--- src/rtl/cache_dados_refill_ctrl.sv ---
// ---------------------------------------------------------------------------
// cache_dados_refill_ctrl
//   Miss/refill sequencer for the 16-line x 32-byte data cache. A read miss
//   latches the block-aligned address and issues one block read to memory.
//   The eight returned words are assembled into a line buffer, and the line,
//   tag and index are then written into the cache with a one-cycle strobe.
//
//   Optional feature macro: CACHE_STATS_EN
//     defined   -> adds saturating refill_count[15:0] and stall_cycles[31:0]
//     undefined -> no statistics ports or counters; refill behaviour is identical
//
//   All outputs are registered. The reset is synchronous and active-high.
// ---------------------------------------------------------------------------
module cache_dados_refill_ctrl #(
  parameter int ADDR_W         = 32,
  parameter int INDEX_BITS     = 4,
  parameter int OFFSET_BITS    = 5,
  parameter int WORDS_PER_LINE = 8,
  localparam int TAG_W         = ADDR_W - INDEX_BITS - OFFSET_BITS,
  localparam int LINE_W        = 32 * WORDS_PER_LINE
) (
  input  logic                  clock,
  input  logic                  reset,
  // request side (data cache)
  input  logic                  miss,
  input  logic [ADDR_W-1:0]     miss_addr,
  output logic                  busy,
  // memory port
  output logic                  mem_req,
  output logic [ADDR_W-1:0]     mem_addr,
  input  logic                  mem_ack,
  input  logic                  mem_rvalid,
  input  logic [31:0]           mem_rdata,
  // line write into the cache
  output logic                  fill_we,
  output logic [INDEX_BITS-1:0] fill_index,
  output logic [TAG_W-1:0]      fill_tag,
  output logic [LINE_W-1:0]     fill_data
`ifdef CACHE_STATS_EN
  ,
  output logic [15:0]           refill_count,
  output logic [31:0]           stall_cycles
`endif
);

  localparam int CNT_W = $clog2(WORDS_PER_LINE);
  localparam logic [CNT_W-1:0] LAST_WORD = CNT_W'(WORDS_PER_LINE - 1);

  typedef enum logic [1:0] {
    S_IDLE  = 2'd0,
    S_REQ   = 2'd1,
    S_FILL  = 2'd2,
    S_WRITE = 2'd3
  } state_e;

  state_e                state_q,      state_d;
  logic [ADDR_W-1:0]     addr_q,       addr_d;
  logic [CNT_W-1:0]      word_cnt_q,   word_cnt_d;
  logic [31:0]           buf_q [WORDS_PER_LINE];
  logic [31:0]           buf_d [WORDS_PER_LINE];
  logic                  busy_q,       busy_d;
  logic                  mem_req_q,    mem_req_d;
  logic [ADDR_W-1:0]     mem_addr_q,   mem_addr_d;
  logic                  fill_we_q,    fill_we_d;
  logic [INDEX_BITS-1:0] fill_index_q, fill_index_d;
  logic [TAG_W-1:0]      fill_tag_q,   fill_tag_d;
  logic [LINE_W-1:0]     fill_data_q,  fill_data_d;

  // Block-aligned form of the incoming miss address.
  logic [ADDR_W-1:0] block_addr;
  assign block_addr = {miss_addr[ADDR_W-1:OFFSET_BITS], {OFFSET_BITS{1'b0}}};

  // The byte offset of the miss never matters once the block address is formed.
  logic unused_offset;
  assign unused_offset = ^miss_addr[OFFSET_BITS-1:0];

  // Next-state and next-output logic for the refill sequencer.
  always_comb begin
    // NOTE: every _d gets a hold/default value first, so no path leaves a
    // signal unassigned and no latch can be inferred.
    state_d      = state_q;
    addr_d       = addr_q;
    word_cnt_d   = word_cnt_q;
    buf_d        = buf_q;
    busy_d       = busy_q;
    mem_req_d    = mem_req_q;
    mem_addr_d   = mem_addr_q;
    fill_we_d    = 1'b0;
    fill_index_d = fill_index_q;
    fill_tag_d   = fill_tag_q;
    fill_data_d  = fill_data_q;

    unique case (state_q)
      S_IDLE: begin
        if (miss) begin
          addr_d     = block_addr;
          word_cnt_d = '0;
          mem_req_d  = 1'b1;
          mem_addr_d = block_addr;
          busy_d     = 1'b1;
          state_d    = S_REQ;
        end
      end

      S_REQ: begin
        // Request and address stay put until the memory accepts them.
        mem_addr_d = addr_q;
        if (mem_ack) begin
          mem_req_d = 1'b0;
          state_d   = S_FILL;
        end
      end

      S_FILL: begin
        // A cycle without rvalid is a bubble: nothing moves.
        if (mem_rvalid) begin
          buf_d[word_cnt_q] = mem_rdata;
          if (word_cnt_q == LAST_WORD) begin
            // Last word: the strobe and the complete line go out together,
            // so the final word is taken straight from buf_d.
            fill_we_d    = 1'b1;
            fill_index_d = addr_q[OFFSET_BITS +: INDEX_BITS];
            fill_tag_d   = addr_q[ADDR_W-1 -: TAG_W];
            for (int k = 0; k < WORDS_PER_LINE; k++) begin
              fill_data_d[32*k +: 32] = buf_d[k];
            end
            state_d = S_WRITE;
          end else begin
            word_cnt_d = word_cnt_q + 1'b1;
          end
        end
      end

      S_WRITE: begin
        // The line is written during this cycle; return to IDLE unconditionally.
        busy_d  = 1'b0;
        state_d = S_IDLE;
      end

      default: begin
        busy_d    = 1'b0;
        mem_req_d = 1'b0;
        state_d   = S_IDLE;
      end
    endcase
  end

  // State and registered outputs, with synchronous reset.
  always_ff @(posedge clock) begin
    // NOTE: sequential state uses non-blocking assignments only, so every
    // flop samples the values from before the edge regardless of order.
    if (reset) begin
      state_q      <= S_IDLE;
      addr_q       <= '0;
      word_cnt_q   <= '0;
      busy_q       <= 1'b0;
      mem_req_q    <= 1'b0;
      mem_addr_q   <= '0;
      fill_we_q    <= 1'b0;
      fill_index_q <= '0;
      fill_tag_q   <= '0;
      fill_data_q  <= '0;
      // NOTE: the line buffer is reset on purpose: an aborted refill must not
      // leave a partial line behind, even though it costs reset fan-out.
      for (int k = 0; k < WORDS_PER_LINE; k++) begin
        buf_q[k] <= '0;
      end
    end else begin
      state_q      <= state_d;
      addr_q       <= addr_d;
      word_cnt_q   <= word_cnt_d;
      busy_q       <= busy_d;
      mem_req_q    <= mem_req_d;
      mem_addr_q   <= mem_addr_d;
      fill_we_q    <= fill_we_d;
      fill_index_q <= fill_index_d;
      fill_tag_q   <= fill_tag_d;
      fill_data_q  <= fill_data_d;
      for (int k = 0; k < WORDS_PER_LINE; k++) begin
        buf_q[k] <= buf_d[k];
      end
    end
  end

  assign busy       = busy_q;
  assign mem_req    = mem_req_q;
  assign mem_addr   = mem_addr_q;
  assign fill_we    = fill_we_q;
  assign fill_index = fill_index_q;
  assign fill_tag   = fill_tag_q;
  assign fill_data  = fill_data_q;

`ifdef CACHE_STATS_EN
  logic [15:0] refill_count_q, refill_count_d;
  logic [31:0] stall_cycles_q, stall_cycles_d;

  // Saturating statistics: one refill per WRITE cycle, one stall per busy cycle.
  always_comb begin
    refill_count_d = refill_count_q;
    stall_cycles_d = stall_cycles_q;
    if (state_q == S_WRITE && refill_count_q != '1) begin
      refill_count_d = refill_count_q + 16'd1;
    end
    if (busy_q && stall_cycles_q != '1) begin
      stall_cycles_d = stall_cycles_q + 32'd1;
    end
  end

  // Statistics registers, cleared by reset.
  always_ff @(posedge clock) begin
    if (reset) begin
      refill_count_q <= '0;
      stall_cycles_q <= '0;
    end else begin
      refill_count_q <= refill_count_d;
      stall_cycles_q <= stall_cycles_d;
    end
  end

  assign refill_count = refill_count_q;
  assign stall_cycles = stall_cycles_q;
`endif

endmodule
--- config.mk ---
export PLATFORM = sky130hd
export DESIGN_NAME = cache_dados_refill_ctrl
export DESIGN_NICKNAME = d
export VERILOG_FILES = /design/src/rtl/cache_dados_refill_ctrl.sv
export SDC_FILE = /design/constraint.sdc
export NUM_CORES = 1
export LEC_CHECK = 0
export BUFFER_PORTS_ARGS = -buffer_cell sky130_fd_sc_hd__buf_2
export CAP_MARGIN = 20
export CORE_UTILIZATION = 53
export CTS_CLUSTER_DIAMETER = 120
export DETAILED_ROUTE_END_ITERATION = 16
export PLACE_DENSITY = 0.79
export SYNTH_ARGS = -nofsm -noshare
export SYNTH_HDL_FRONTEND = slang
export SYNTH_SLANG_ARGS = --single-unit
--- constraint.sdc ---
create_clock -name clock -period 4.1 [get_ports clock]
set_input_delay 0.205 -clock clock [delete_from_list [all_inputs] [get_ports clock]]
set_output_delay 0.205 -clock clock [all_outputs]
set_load 0.02 [all_outputs]
==> impl_results.md <==
* Starting density of the core at 53.63%
* Post-route DRC at 0
* Post_cts resized at 0
* Vias in the first global route at 20300
* Sequential-to-total area share from yosys stat at 49.54%
* Final Hold Slack at 0.05238 ns
* Share of cells above drive strength 1 at a little under a quarter
* DIE AREA at 46680 um2
* IO Count at a little under 400
* Clock root cell: clkbuf_16
* Clock buffer depth at 3
* First-pass GRT wire length at roughly 110 mm
* Crit path kind: reg2reg
* Post-layout nets at between 2000 and 3000
* Flop pwr share at a little under half
* Critical Path RT at about 4.6 ns
* Synth Flop Type: dfxtp_1
* Post-synth top area share at approximately 50%
* Top post-synthesis cells by count: dfxtp_1, nand2_1, mux2i_1, nor2_1, o21ai_0
* Reg clk slew, reported paths at ~0.060 ns
* Relative slew slack at 23.36%
* Synth Area in Compound Gates at between 10% and 20%
* DRT iter0 DRCs at 1631
* Core footprint at 45280 um2
* Share of flip-flops with an asynchronous set or reset at 0%
* Fin. Hold Viols at 0
* Area contributors post-synth: dfxtp_1, mux2i_1, a221oi_2
* Cts bufs inserted at 58
* Final HPWL DP at approximately 50 mm
* H-tree depth at 2
* All-Layer GR Usage at a little over 30%
* Worst setup SP type: register
* RePlAce Congestion at between 0.8 and 0.9
* Largest family of logic cells by synthesized area: compound AO/OA/AOI/OAI gates
* DR pass1 iterations at 9
* Sw frac at roughly a quarter
* Max Cap Viol at 0
* PwrDens at roughly 470 nW/um2
* Max-slew violations at 0
* Cell with the most instances after synthesis: dfxtp_1
* Vias at around 21000
* Cell area after layout at about 29000 um2
* Worst-Skew Late Latency at ~0.63 ns
* Adder-cell share of the synthesized area at 0.4122%
* Fin Clk Skew at slightly below 0.02 ns
* Die X at approximately 220 um
* Post-DR vias/cell at 5.970
* IO Port Bufs at ~380
* Proportion of synthesized area in mux cells at 11.83%
* Initial antenna violation count at 8
* Largest net degree at the start of global routing at ~180
* Setup TNS at 0 ns
* Logic pwr share at 12.4%
* CTS tree: done
* P_int at about 9.9 mW
* Die Ht at 216.1 um
* Distinct cells, synth at 39
* Worst hold path class: in2reg
* Simple-Gate Fraction of Synth Area at around an eighth
* Critical Path AT at roughly 3.7 ns
* Period minus WS final at between 3 and 4 ns
* Setup-failing EPs final at 0
* Routed WL at 75.05 mm
* Seq cells post-synth at about 600
* Area leader, netlist: dfxtp_1
* Leak pwr at 13.89 nW
* VDD IR max at around 310 uV
* Final Cycle Share at roughly 77%
* Cells after synthesis at around 2500
* Placed Area at about 26000 um2
* Post-synth EDFFs at 0
* Synthesis Warnings at 0
* Flop2flop setup slack at 0.93 ns
* Crit path max fanout at 96
* # rows at 78
* Mapped Area at 24280 um2
* Worst-Margin Slew at between 1 and 1.5 ns
* XOR/XNOR share of the synthesized area at 0%
* CP Capture Type: register
* Area growth from synthesis to layout at 17.39%
* Total congestion overflow at 0
* Share of power burned in the clock network at 41.6%
* Clock sink count at around 600
* Status: complete, no violations
* Drt wl/cell at 21.73 um
* RSZ-0062 raised after global routing: no
* Mapped Avg Cell Area at about 9.6 um2
* Post-detailed-route count of antenna-violating nets at 0
* Fillers at approximately 3700
* Net Sw Power at 3.595 mW
* Fmax at 0.3159 GHz
state kept, by name, summed over array words and instances (netlist names):
signal / count
addr_q: 27
buf_q: 256
busy: 1
fill_data: 256
fill_index: 4
fill_tag: 23
fill_we: 1
mem_addr: 27
mem_req: 1
state_q: 2
word_cnt_q: 3
critical path, stage by stage, from the launching register on:
cell and delay, ns:
dfxtp_2 0.83, ha_1 0.30, ha_1 0.24, nand3_4 0.36, buf_4 0.58, a221oi_1 0.54
nor2_1 0.11
repair_timing:
item	in CTS	in global routing
setup buffers	0	0
hold endpoints to repair	55	0
hold buffers	28	0
worst paths after layout:
path                       from             end  cells after the start
hold / removal       mem_rvalid         fill_we                      2
hold reg to reg    fill_tag[21]    fill_tag[21]                      2
setup / recovery  word_cnt_q[0]  fill_data[104]                      6
setup reg to reg  word_cnt_q[0]  fill_data[104]                      6
power groups by stage:
| stage | sequential [mW] | combinational [mW] | clock (mW) |
|---|---|---|---|
| after floorplan | 6.45 | 1.05 | 0 |
| after global routing | 6.24 | 1.80 | 5.94 |
| after detailed placement | 6.35 | 1.61 | 0 |
| after CTS | 6.22 | 1.64 | 5.70 |
| final | 6.22 | 1.68 | 5.64 |
| after global placement | 6.33 | 1.56 | 0 |
placed cells by master (no fill, tap or decap), types with 35 or more instances in the layout:
cell type	synthesis	layout
mux2i_1	286	286
a221oi_2	120	120
a221oi_1	136	136
nand2_1	409	403
buf_2	85	376
nor2_1	285	284
a21oi_1	56	56
clkbuf_16	0	59
dfxtp_1	601	600
o21ai_0	258	258
buf_4	27	37
and2_1	35	35
cell families (layout without fill, tap and decap cells):
group           count (synthesis)  after routing
compound gates                603            603
fa+ha+maj                       8              8
buf+inv                       251            560
flops                         601            601
mux                           287            287
other cells                     1              9
simple gates                  786            786
routing by layer:
| layer | wire length (um) | vias to the layer above | GRT usage [%] |
|---|---|---|---|
| met5 | 50 | - | 0 |
| met4 | 4319 | 8 | 18.12 |
| met3 | 5707 | 222 | 5.951 |
| met2 | 35670 | 985 | 52.02 |
| met1 | 29300 | 9919 | 37.21 |
| li1 | - | 9485 | - |
per-stage QoR:
step / total power, mW / cells / setup WS (ns) / utilization, %
final: 13.53 / 3454 / 0.9345 / 62.95
after global routing: 13.98 / 3450 / 0.8124 / 62.93
after CTS: 13.55 / 3449 / 1.044 / 62.87
after detailed placement: 7.963 / 3314 / 1.060 / 57.78
after global placement: 7.892 / 3313 / 1.106 / 57.73
after floorplan: 7.500 / 2541 / 2.399 / -
cell type report:
cell class                 instances  area, um2  area share (%)
sequential                       601      12030           42.21
multi-input combinational       1689      11070           38.85
timing repair buffer             448       2587           9.077
clock inverter                    23      315.3           1.106
clock buffer                      84       1710           6.000
tap                              600      750.7           2.633
inverter                           5      26.28         0.09217
antenna                            4      10.01         0.03511
Note: power is estimated with default switching activity, not from simulation.
